==> config.mk <==
export PLATFORM = sky130hd
export DESIGN_NAME = pkt_arbiter
export DESIGN_NICKNAME = d
export VERILOG_FILES = /design/src/rtl/pkt_arb_pkg.sv /design/src/rtl/pkt_arbiter_rr_picker.sv /design/src/rtl/pkt_arbiter.sv
export SDC_FILE = /design/constraint.sdc
export NUM_CORES = 1
export LEC_CHECK = 0
export BUFFER_PORTS_ARGS = -buffer_cell sky130_fd_sc_hd__buf_2
export CAP_MARGIN = 20
export CORE_ASPECT_RATIO = 0.6
export CORE_UTILIZATION = 55
export DETAILED_ROUTE_END_ITERATION = 8
export PLACE_DENSITY = 0.93
export SYNTH_ARGS = -nofsm -noshare
export SYNTH_HDL_FRONTEND = slang
export SYNTH_HIERARCHICAL = 1
export SYNTH_SLANG_ARGS = --single-unit
export TNS_END_PERCENT = 5
==> constraint.sdc <==
create_clock -name clk -period 6.2 [get_ports clk]
set_input_delay 0.93 -clock clk [delete_from_list [all_inputs] [get_ports clk]]
set_output_delay 0.93 -clock clk [all_outputs]
set_load 0.02 [all_outputs]
==> src/rtl/pkt_arb_pkg.sv <==
// Shared types and constants for the packet-granularity FIFO write-port arbiter.
package pkt_arb_pkg;

  localparam int unsigned BYTE_W = 8;

  typedef enum logic [1:0] {
    IDLE  = 2'd0,
    BUSY  = 2'd1,
    DRAIN = 2'd2
  } state_e;

  // One beat on the FIFO write side.
  typedef struct packed {
    logic              sof;
    logic              eof;
    logic [BYTE_W-1:0] data;
  } wr_beat_t;

endpackage

==> src/rtl/pkt_arbiter_rr_picker.sv <==
// Round-robin find-first-set: lowest set request at or after i_ptr, wrapping around.
module rr_picker
  import pkt_arb_pkg::*;
#(
  parameter int unsigned NUM_REQ = 4,
  parameter int unsigned PTR_W   = 2
) (
  input  logic [NUM_REQ-1:0] i_req,
  input  logic [PTR_W-1:0]   i_ptr,
  output logic [NUM_REQ-1:0] o_winner,
  output logic [PTR_W-1:0]   o_idx,
  output logic               o_any
);

  // Scan a doubled request window downwards so the last hit is the first one at/after i_ptr.
  always_comb begin
    o_any = 1'b0;
    o_idx = '0;
    for (int k = 2 * int'(NUM_REQ) - 1; k >= 0; k--) begin
      if ((k >= int'(i_ptr)) && (k < int'(i_ptr) + int'(NUM_REQ)) && i_req[k % NUM_REQ]) begin
        o_any = 1'b1;
        o_idx = PTR_W'(k % NUM_REQ);
      end
    end
    o_winner = o_any ? (NUM_REQ'(1) << o_idx) : '0;
  end

endmodule

==> src/rtl/pkt_arbiter.sv <==
// Packet-granularity round-robin arbiter for the packet FIFO write port, with
// maximum-length truncation (forced EOF) and drain of the overlength remainder.
module pkt_arbiter
  import pkt_arb_pkg::*;
#(
  parameter int unsigned NUM_REQ     = 4,
  parameter int unsigned MAX_PKT_LEN = 1500,
  parameter int unsigned CNT_WIDTH   = 16
) (
  input  logic                      clk,
  input  logic                      reset,
  input  logic [NUM_REQ-1:0]        in_valid,
  input  logic [NUM_REQ-1:0]        in_sof,
  input  logic [NUM_REQ-1:0]        in_eof,
  input  logic [BYTE_W*NUM_REQ-1:0] in_data,
  output logic [NUM_REQ-1:0]        in_ready,
  output logic                      wr_en,
  output logic                      wr_sof,
  output logic                      wr_eof,
  output logic [BYTE_W-1:0]         din,
  input  logic                      full,
  output logic [NUM_REQ-1:0]        grant,
  output logic                      busy,
  output logic                      trunc_err,
  output logic [CNT_WIDTH-1:0]      pkt_cnt
);

  localparam int unsigned PTR_W  = $clog2(NUM_REQ);
  localparam int unsigned BCNT_W = $clog2(MAX_PKT_LEN + 1);
  localparam logic [BCNT_W-1:0] LAST_IDX = BCNT_W'(MAX_PKT_LEN - 1);

  state_e               r_state, w_state_nx;
  logic [NUM_REQ-1:0]   r_grant, w_grant_nx;
  logic [PTR_W-1:0]     r_gidx, w_gidx_nx;
  logic [PTR_W-1:0]     r_rr_ptr, w_ptr_nx;
  logic [BCNT_W-1:0]    r_byte_cnt, w_bcnt_nx;
  logic [CNT_WIDTH-1:0] r_pkt_cnt, w_pkt_nx;
  logic                 r_trunc_err, w_trunc_nx;

  logic [BYTE_W-1:0]    w_data [NUM_REQ];
  logic [NUM_REQ-1:0]   w_req;
  logic [NUM_REQ-1:0]   w_winner;
  logic [PTR_W-1:0]     w_widx;
  logic                 w_any;
  logic [NUM_REQ-1:0]   w_ready;
  logic                 w_wr;
  logic                 w_force;
  wr_beat_t             w_beat;

  for (genvar i = 0; i < NUM_REQ; i++) begin : g_data
    assign w_data[i] = in_data[i*BYTE_W +: BYTE_W];
  end

  assign w_req = in_valid & in_sof;

  rr_picker #(
    .NUM_REQ (NUM_REQ),
    .PTR_W   (PTR_W)
  ) u_picker (
    .i_req    (w_req),
    .i_ptr    (r_rr_ptr),
    .o_winner (w_winner),
    .o_idx    (w_widx),
    .o_any    (w_any)
  );

  // Next-state and write-side datapath.
  always_comb begin
    w_state_nx = r_state;
    w_grant_nx = r_grant;
    w_gidx_nx  = r_gidx;
    w_ptr_nx   = r_rr_ptr;
    w_bcnt_nx  = r_byte_cnt;
    w_pkt_nx   = r_pkt_cnt;
    w_trunc_nx = 1'b0;
    w_ready    = '0;
    w_wr       = 1'b0;
    w_force    = 1'b0;
    w_beat     = '{sof: 1'b0, eof: 1'b0, data: w_data[r_gidx]};

    unique case (r_state)
      IDLE: begin
        // Bytes arriving without SOF are swallowed so a source can resync.
        w_ready = in_valid & ~in_sof;
        if (w_any) begin
          w_state_nx = BUSY;
          w_grant_nx = w_winner;
          w_gidx_nx  = w_widx;
          w_ptr_nx   = (w_widx == PTR_W'(NUM_REQ - 1)) ? '0 : w_widx + PTR_W'(1);
          w_bcnt_nx  = '0;
        end
      end
      BUSY: begin
        w_ready[r_gidx] = ~full;
        if (in_valid[r_gidx] && !full) begin
          w_wr        = 1'b1;
          w_force     = (r_byte_cnt == LAST_IDX);
          w_beat.sof  = (r_byte_cnt == '0);
          w_beat.eof  = in_eof[r_gidx] | w_force;
          w_bcnt_nx   = r_byte_cnt + BCNT_W'(1);
          if (in_eof[r_gidx]) begin
            w_pkt_nx   = r_pkt_cnt + CNT_WIDTH'(1);
            w_state_nx = IDLE;
            w_grant_nx = '0;
          end else if (w_force) begin
            w_pkt_nx   = r_pkt_cnt + CNT_WIDTH'(1);
            w_trunc_nx = 1'b1;
            w_state_nx = DRAIN;
          end
        end
      end
      DRAIN: begin
        w_ready[r_gidx] = 1'b1;
        if (in_valid[r_gidx] && in_eof[r_gidx]) begin
          w_state_nx = IDLE;
          w_grant_nx = '0;
        end
      end
      default: begin
        w_state_nx = IDLE;
        w_grant_nx = '0;
      end
    endcase
  end

  always_ff @(posedge clk) begin
    if (reset) begin
      r_state     <= IDLE;
      r_grant     <= '0;
      r_gidx      <= '0;
      r_rr_ptr    <= '0;
      r_byte_cnt  <= '0;
      r_pkt_cnt   <= '0;
      r_trunc_err <= 1'b0;
    end else begin
      r_state     <= w_state_nx;
      r_grant     <= w_grant_nx;
      r_gidx      <= w_gidx_nx;
      r_rr_ptr    <= w_ptr_nx;
      r_byte_cnt  <= w_bcnt_nx;
      r_pkt_cnt   <= w_pkt_nx;
      r_trunc_err <= w_trunc_nx;
    end
  end

  // Handshakes are held off while reset is asserted.
  assign in_ready  = reset ? '0 : w_ready;
  assign wr_en     = w_wr & ~reset;
  assign wr_sof    = w_beat.sof;
  assign wr_eof    = w_beat.eof;
  assign din       = w_beat.data;
  assign grant     = r_grant;
  assign busy      = (r_state != IDLE);
  assign trunc_err = r_trunc_err;
  assign pkt_cnt   = r_pkt_cnt;

endmodule
======== Word level (Yosys, flattened, before mapping) ========
Index checks and enable logic that the tools add are counted.
word-level totals
  register bits after elaboration ......... 38
  bits of input ports ..................... 47
  output and inout bits ................... 37
cells by class
  add/subtract/negate cells ............... 4
  $lt $le $gt $ge ......................... 14
  equal/unequal tests ..................... 9
  shifts and indexed selects .............. 1
  muxes and demuxes ....................... 49
  bitwise operators ....................... 11
  reductions and logical operators ........ 26
operators by type and width
  operator                 count
  $lt A4 B32 Y1 const A    3
  $lt A3 B32 Y1 const A    2
  $lt A1 B32 Y1 const A    1
  $lt A2 B32 Y1 const A    1
  $mux W16                 2
  $mux W2                  16
  $pmux W4 S3              2
  $mux W11                 2
  $pmux W11 S2             1
  $mux W4                  5
  $add A16 B1 Y16 const B  1
  $bmux W8 S2              1
  $mux W8                  2
  $logic_and A1 B1 Y1      14
  $mux W1                  14
  $and A4 B4 Y4            3
  $add A11 B1 Y11 const B  1
  $eq A11 B11 Y1 const B   1
  $logic_not A11 Y1        1
  $reduce_and A4 Y1        2
  $ne A2 B2 Y1 const B     3
  $pmux W2 S3              1
  $reduce_and A3 Y1        2
  $reduce_bool A2 Y1       3
  other kinds (24)         30

======== Depth between registers and ports, before layout ========
Gate-level depths: netlist of the first run.
  word-level depth ........................ 14
  gate-level depth with buffers ........... 10

======== Hierarchy ========
Netlist of the first run, hierarchy kept.
by module, submodules not included
  module       instances  cells an instance  area each (µm²)
  pkt_arbiter  1          269                2,277.2
  rr_picker    1          34                 202.7

======== Worst setup path before layout of the first run ========
No wires, ideal clock.
  path kind ............................... input to output
  from .................................... input full
  to ...................................... output wr_eof
  arrival time ............................ 2.078 ns
  required time ........................... 5.270 ns
  path slack .............................. 3.192 ns
  stages .................................. 3
  path buffers ............................ 0
  path through ............................ or2_1 o22a_1 nor3_1
on the way
  longest elaborated chain between the ends .. 4
ends and longest elaborated chain
  what                 RTL line           RTL
  from (decl)          pkt_arbiter.sv:21  input logic full,
  $logic_not A1 Y1     pkt_arbiter.sv:95  if (in_valid[r_gidx] && !full) begin
  $logic_and A1 B1 Y1  pkt_arbiter.sv:95
  $mux W2              pkt_arbiter.sv:95
  $mux W2              pkt_arbiter.sv:81  unique case (r_state)
  to (decl)            pkt_arbiter.sv:19  output logic wr_eof,
No other way between the ends.

======== Final worst setup path of the first run ========
  from .................................... register r_gidx[0]
  to ...................................... output wr_eof
on the way
  longest elaborated chain between the ends .. 5
  elaborated cells between the ends (all ways) .. 8
  classes of those cells .................. 6 x mux; 1 x bitwise; 1 x reduce/logical
ends and longest elaborated chain
  what                                                        RTL line                              RTL
  from (decl)                                                 pkt_arbiter.sv:34                     logic [PTR_W-1:0] r_gidx, w_gidx_nx;
  from (signal assigned)                                      pkt_arbiter.sv:138                    r_gidx <= w_gidx_nx;
  $bmux W1 S2 (on tied branches)                              pkt_arbiter.sv:99, pkt_arbiter.sv:95
  $mux W1 (on tied branches)                                  pkt_arbiter.sv:99, pkt_arbiter.sv:95
  $or A1 B1 Y1 / $logic_and A1 B1 Y1 (equally long branches)  pkt_arbiter.sv:99, pkt_arbiter.sv:95
  $mux W2 *                                                   pkt_arbiter.sv:95
  $mux W2 *                                                   pkt_arbiter.sv:81
Mark *: on every way between the ends. The rest lies on a longest branch, timed or not. The select of a mux whose other input is x is not followed.

==> impl_metrics.json, run 1 <==
{
  "grt_pass1_vias": 2246,
  "met1_length_um": 2880,
  "maxCapViolCount": 0,
  "cts_tree": "built",
  "placed_area_um2": 2870,
  "synth_top_family_by_area": "simple AND/OR/NAND/NOR gates",
  "synth-edff-count": 0,
  "period_share": 0.625,
  "die_h_um": 54.0,
  "gr-total-overflow": 0,
  "syn_to_final_growth_pct": 19.3,
  "fillers": 350,
  "start_util": 0.589,
  "met3_length_um": 642,
  "synth_compound_area_frac": 0.152,
  "timing_hold_violations_final": 0,
  "clk_latency_ns": 0.29,
  "num_rows": 18,
  "layout_commonest_cell": "buf_2",
  "drtIter0Drc": 208,
  "synth-xor-area-share": 0.0494,
  "cts_root_buf": "clkbuf_8",
  "portBuffers": 83,
  "postCtsSetupRepairBufs": 0,
  "slew_headroom": 0.235,
  "yosysTopAreaCell": "dfxtp_1",
  "highest_layer": "met4",
  "antenna_found_initial": 0,
  "diodes": 0,
  "finalSetupViolations": 0,
  "die_area_um2": 4790,
  "grt_max_degree": 34,
  "drc_errors": 0,
  "period_minus_slack_ns": 3.88,
  "globalRouteTotalUtil": 0.288,
  "gp_congestion": 0.896,
  "post-route-cell-area_um2": 2960,
  "critPathLaunchType": "flip-flop",
  "p_per_area_nw_per_um2": 207,
  "syn_area_um2": 2480,
  "cts-hold-fix-buffers": 0,
  "ctsResizeCount": 0,
  "critPathArrivalTime_ns": 2.95,
  "synth_seq_cells": 38,
  "synthSimpleGateAreaFrac": 0.305,
  "clk_pin_slew_ns": 0.08,
  "grt_pass1_wl_um": 10300,
  "peakVddDrop_mv": 0.128,
  "tightest_slew_ns": 1.15,
  "die_w_um": 88.7,
  "ys_types": 51,
  "synthTopCellsByArea": "dfxtp_1 31%, mux4_2 8.2%, a21oi_1 5.2%",
  "syn-instance-count": 303,
  "fin_setup_tns_ns": 0,
  "cts-htree-levels": 2,
  "routed-wl-met2_um": 2970,
  "ys_seq_area_frac": 0.307,
  "numCtsBuffers": 5,
  "drt_wl_total_um": 6540,
  "cellLeakagePower_nw": 1.14,
  "max_freq_mhz": 258,
  "synth-main-ff-cell": "dfxtp_1",
  "skew_ns": 0.00834,
  "ios": 84,
  "cp-end-kind": "output pin",
  "design.core.area_um2": 4210,
  "finalNetCount": 424,
  "crit_required_ns": 5.27,
  "hpwl_um": 4870,
  "final_cell_mix": "83 x buf_2, 38 x dfxtp_1, 31 x nor2_1, 26 x a21oi_1, 19 x nand2_1",
  "rsz0062_at_grt": "no",
  "criticalPathCategory": "reg2out",
  "muxShareOfSynthArea": 0.106,
  "worstPathMaxFanout": 17,
  "hold_path.class": "reg2reg",
  "yosys.area.top_type_share": 0.307,
  "synthAdderAreaFrac": 0.0202,
  "drive_gt1_frac": 0.275,
  "vias": 2614,
  "first_pass_iters": 5,
  "slew_violations": 0,
  "run_status": "complete, no violations",
  "wl_per_cell_um": 15.1,
  "ys.warnings.count": 6,
  "synth_fp_nets": 354,
  "antenna_left": 0,
  "vias_per_cell": 6.02,
  "clock-sinks": 38,
  "async_flop_share": 0,
  "cts.path.max_buffers": 2,
  "postSynthAreaPerCell_um2": 8.18
}
-- final cells by class --
class	instances	area, µm²	area share
Clock buffer	7	86.3	0.0292
Timing Repair Buffer	83	415	0.140
Inverter	12	45.0	0.0152
Clock inverter	1	5.00	0.00169
Sequential cell	38	761	0.257
Multi-Input combinational cell	233	1570	0.531
Tap cell	60	75.1	0.0254
-- stage by stage --
step	setup WS (ns)	hold WS [ns]	utilization	power, mW	instances
2_1_floorplan	3.19	0.467	-	0.396	303
3_3_place_gp	2.72	0.452	0.681	0.432	426
3_5_place_dp	2.66	0.473	0.681	0.438	426
4_1_cts	2.33	0.487	0.702	0.612	434
5_1_grt	2.12	0.512	0.702	0.644	434
6_report	2.32	0.483	0.702	0.611	434
-- flip-flops by register name (all words and copies together) (netlist names) --
| register | count |
|---|---|
| pkt_cnt | 16 |
| r_byte_cnt | 11 |
| grant | 4 |
| r_gidx | 2 |
| r_rr_ptr | 2 |
| r_state | 2 |
| trunc_err | 1 |
-- per-layer routing --
metal | global-route usage | vias to the layer above
met5 | 0 | -
met4 | 0.0565 | 0
met3 | 0.0660 | 11
met2 | 0.482 | 151
met1 | 0.385 | 1207
li1 | - | 1245
-- final timing paths --
kind              startpoint        to  slack, ns  cells after the start
setup / recovery   r_gidx[0]    wr_eof       2.32                      4
hold / removal      grant[3]  grant[3]       0.48                      2
setup reg to reg   r_gidx[0]  grant[0]       3.27                      5
hold reg to reg     grant[3]  grant[3]       0.48                      2
-- worst max-delay path, cell delays in order (launching register included) --
cell	delay [ns]
dfxtp_1	0.92
mux4_2	0.66
a41oi_2	0.63
nor3_1	0.21
buf_2	0.22
-- cell families after synthesis --
group | Yosys count
buf+inv | 32
xor+xnor | 14
mux | 15
compound gates | 60
flops | 38
fa+ha+maj | 4
simple gates | 140
-- synth_stat cells, types with 5 or more instances --
| cell type | instances |
|---|---|
| a21oi_1 | 26 |
| mux2i_1 | 6 |
| nand3_1 | 18 |
| nand2_1 | 19 |
| dfxtp_1 | 38 |
| inv_1 | 12 |
| nand3b_1 | 6 |
| nor4_1 | 13 |
| mux4_2 | 9 |
| nand2b_1 | 6 |
| nand4_1 | 6 |
| and2_1 | 8 |
| xnor2_1 | 14 |
| clkbuf_1 | 9 |
| nor3_1 | 8 |
| or3_1 | 5 |
| o21ai_0 | 10 |
| nor2_1 | 31 |
-- where the power goes --
group | switching, mW | internal [mW] | leakage [nW] | total (mW)
Clock | 0.0843 | 0.0897 | 0.0482 | 0.174
Combinational | 0.100 | 0.0643 | 0.785 | 0.165
Sequential | 0.0207 | 0.251 | 0.307 | 0.272
(Power assumes the default switching activity.)
==> run 2: changes to the inputs <==
ABC_AREA = 1   (was default)
CORE_UTILIZATION = 47   (was 55)
PLACE_DENSITY = 0.84   (was 0.93)
clock period = 3.4 ns   (was 6.2 ns; I/O delays follow)
==> run 2 against run 1 <==
  * Critical path depth is 1 higher
  * Sequential cell count unchanged
  * Largest power group is now combinational cells
  * Synthesized cell count up 38%
  * Global-route usage down 3.6 points
  * Non-clock buffer count stayed put
  * Clock-buffer cell count unchanged
  * Via count increased by 15%
  * Clock power increased by 87%
==> impl_metrics.json, run 2 <==
{
  "cts-htree-levels": 2,
  "dp_slack_ns": 1.08,
  "drtIter0Drc": 304,
  "cp-end-kind": "output pin",
  "layout_commonest_cell": "nand2_1",
  "ys_types": 34,
  "final_cell_mix": "115 x nand2_1, 83 x buf_2, 63 x nor2_1, 39 x inv_1",
  "async_flop_share": 0,
  "finalNetCount": 550,
  "layout.cells.non_filler": 566,
  "synthAdderAreaFrac": 0.0188,
  "synth_top_family_by_area": "simple AND/OR/NAND/NOR gates",
  "hpwl_um": 5630,
  "synth_seq_cells": 38,
  "crit_slowest_cell": "dfxtp_1",
  "die_w_um": 99.2,
  "syn_area_um2": 2670,
  "run_status": "complete, no violations",
  "tightest_slew_ns": 0.739,
  "vias_per_cell": 5.29,
  "grt_max_degree": 21,
  "antenna_found_initial": 0,
  "max_freq_mhz": 372,
  "yosysTopAreaCell": "dfxtp_1",
  "synth_compound_area_frac": 0.131,
  "die_area_um2": 5990,
  "skew_ns": 0.00632,
  "crit_family": "flip-flops",
  "slew_violations": 0,
  "critPathLaunchType": "flip-flop",
  "synthTopCellsByArea": "dfxtp_1 29%, nand2_1 16%, nor2_1 8.9%",
  "clk_latency_ns": 0.29,
  "worstPathMaxFanout": 18,
  "hp-start": "grant[3]",
  "grt_pass1_wl_um": 12000,
  "syn-instance-count": 419,
  "crit_buf_inv": 2,
  "design.core.area_um2": 5260,
  "clk_pin_slew_ns": 0.08,
  "globalRouteTotalUtil": 0.251,
  "start_util": 0.507,
  "clock-sinks": 38,
  "largest_reg_flops": 16,
  "cts-hold-fix-buffers": 0,
  "synth-xor-area-share": 0.0460,
  "synth-main-ff-cell": "dfxtp_1",
  "hold_path_end": "grant[3]",
  "ys.warnings.count": 6,
  "drc_errors": 0,
  "gp_congestion": 0.911,
  "holdPathStages": 2,
  "ios": 84,
  "muxShareOfSynthArea": 0,
  "worstReg2RegStart": "r_gidx[0]",
  "regToRegSetupSlack_ns": 1.38,
  "slowest_delay_ns": 0.81,
  "vias": 2994,
  "drive_gt1_frac": 0.262,
  "grt_pass1_vias": 2687,
  "syn_to_final_growth_pct": 19.0,
  "reg2reg_to": "r_byte_cnt[6]",
  "ys_seq_area_frac": 0.285,
  "worstRegToRegCells": 9,
  "numCtsBuffers": 5,
  "peakVddDrop_mv": 0.341,
  "portBuffers": 83,
  "first_pass_iters": 5,
  "diodes": 0,
  "holdWs_ns": 0.485,
  "yosys.area.top_type_share": 0.285,
  "fin_setup_tns_ns": 0,
  "cts.path.max_buffers": 2,
  "synthTopCellsByCount": "115 x nand2_1, 63 x nor2_1, 39 x inv_1",
  "crit_required_ns": 2.89,
  "p_per_area_nw_per_um2": 562,
  "p_total_mw": 1.78,
  "cp-startpoint": "r_gidx[0]",
  "maxCapViolCount": 0,
  "finalWorstSetupSlack_ns": 0.714,
  "cellLeakagePower_nw": 1.53,
  "timing_hold_violations_final": 0,
  "slew_headroom": 0.506,
  "synthSimpleGateAreaFrac": 0.417,
  "postCtsSetupRepairBufs": 0,
  "synth-edff-count": 0,
  "period_minus_slack_ns": 2.69,
  "drt_wl_total_um": 7290,
  "postSynthAreaPerCell_um2": 6.36,
  "cp_cell_sequence": "inv_6 > nor2_1 > a22oi_1 > nand3_1 > buf_2",
  "period_share": 0.790,
  "placed_area_um2": 3080,
  "synth_most_common_cell": "nand2_1",
  "synth_fp_nets": 470,
  "final_util": 0.604,
  "die_h_um": 60.3,
  "post-route-cell-area_um2": 3170,
  "antenna_left": 0,
  "cts_root_buf": "clkbuf_8",
  "ctsResizeCount": 0,
  "critPathArrivalTime_ns": 2.18,
  "gr-total-overflow": 0,
  "rsz0062_at_grt": "no",
  "num_rows": 20,
  "finalSetupViolations": 0,
  "wl_per_cell_um": 12.9,
  "criticalPathCategory": "reg2out",
  "placed_cells": 558,
  "cts_tree": "built",
  "hold_path.class": "reg2reg"
}
==> run 2: changes by cell type after synthesis, moves of 15 or more <==
cell     before  now
nand2_1      19  115
nor2_1       31   63
nand2_2       0   15
inv_1        12   39
nand3_1      18   38
==> run 2: layout make-up <==
cell class | instances | area, µm²
Timing Repair Buffer | 83 | 415
Multi-Input combinational cell | 325 | 1630
Sequential cell | 38 | 761
Tap cell | 66 | 82.6
Fill cell | 502 | 2080
Inverter | 46 | 188
Clock inverter | 1 | 5.00
Clock buffer | 7 | 86.3
==> run 2: kinds of logic (layout without fill, tap and decap cells) <==
family | Yosys count | after routing
fa+ha+maj | 4 | 4
flops | 38 | 38
simple gates | 252 | 252
buf+inv | 56 | 137
xor+xnor | 14 | 14
compound gates | 55 | 55
==> run 2: tightest hold or removal path: cells and delay by family, from the launching register on <==
family,cells,cell delay (ns)
DFF,1,0.33
and+or+nand+nor,2,0.12
==> run 2: power breakdown <==
part	switching, mW	total, mW	internal, mW
Clock	0.162	0.325	0.164
Sequential	0.0848	0.580	0.495
Combinational	0.597	0.877	0.281
==> run 2: per-layer routing <==
metal,share of wire,routed length [µm],GRT usage,vias to the layer above
met4,0.0064,47,0.0651,0
met1,0.47,3400,0.350,1335
met3,0.090,659,0.0553,9
met5,0,0,0,-
met2,0.44,3180,0.400,151
li1,-,-,-,1499
==> run 2: worst max path at each step <==
stage | endpoint | slack, ns | depth (start not counted)
global placement | wr_eof | 1.13 | 9
finish | din[1] | 0.71 | 5
global route | wr_eof | 0.58 | 9
floorplan | in_ready[1] | 1.49 | 3
CTS | wr_eof | 0.75 | 9
detailed placement | wr_eof | 1.08 | 9
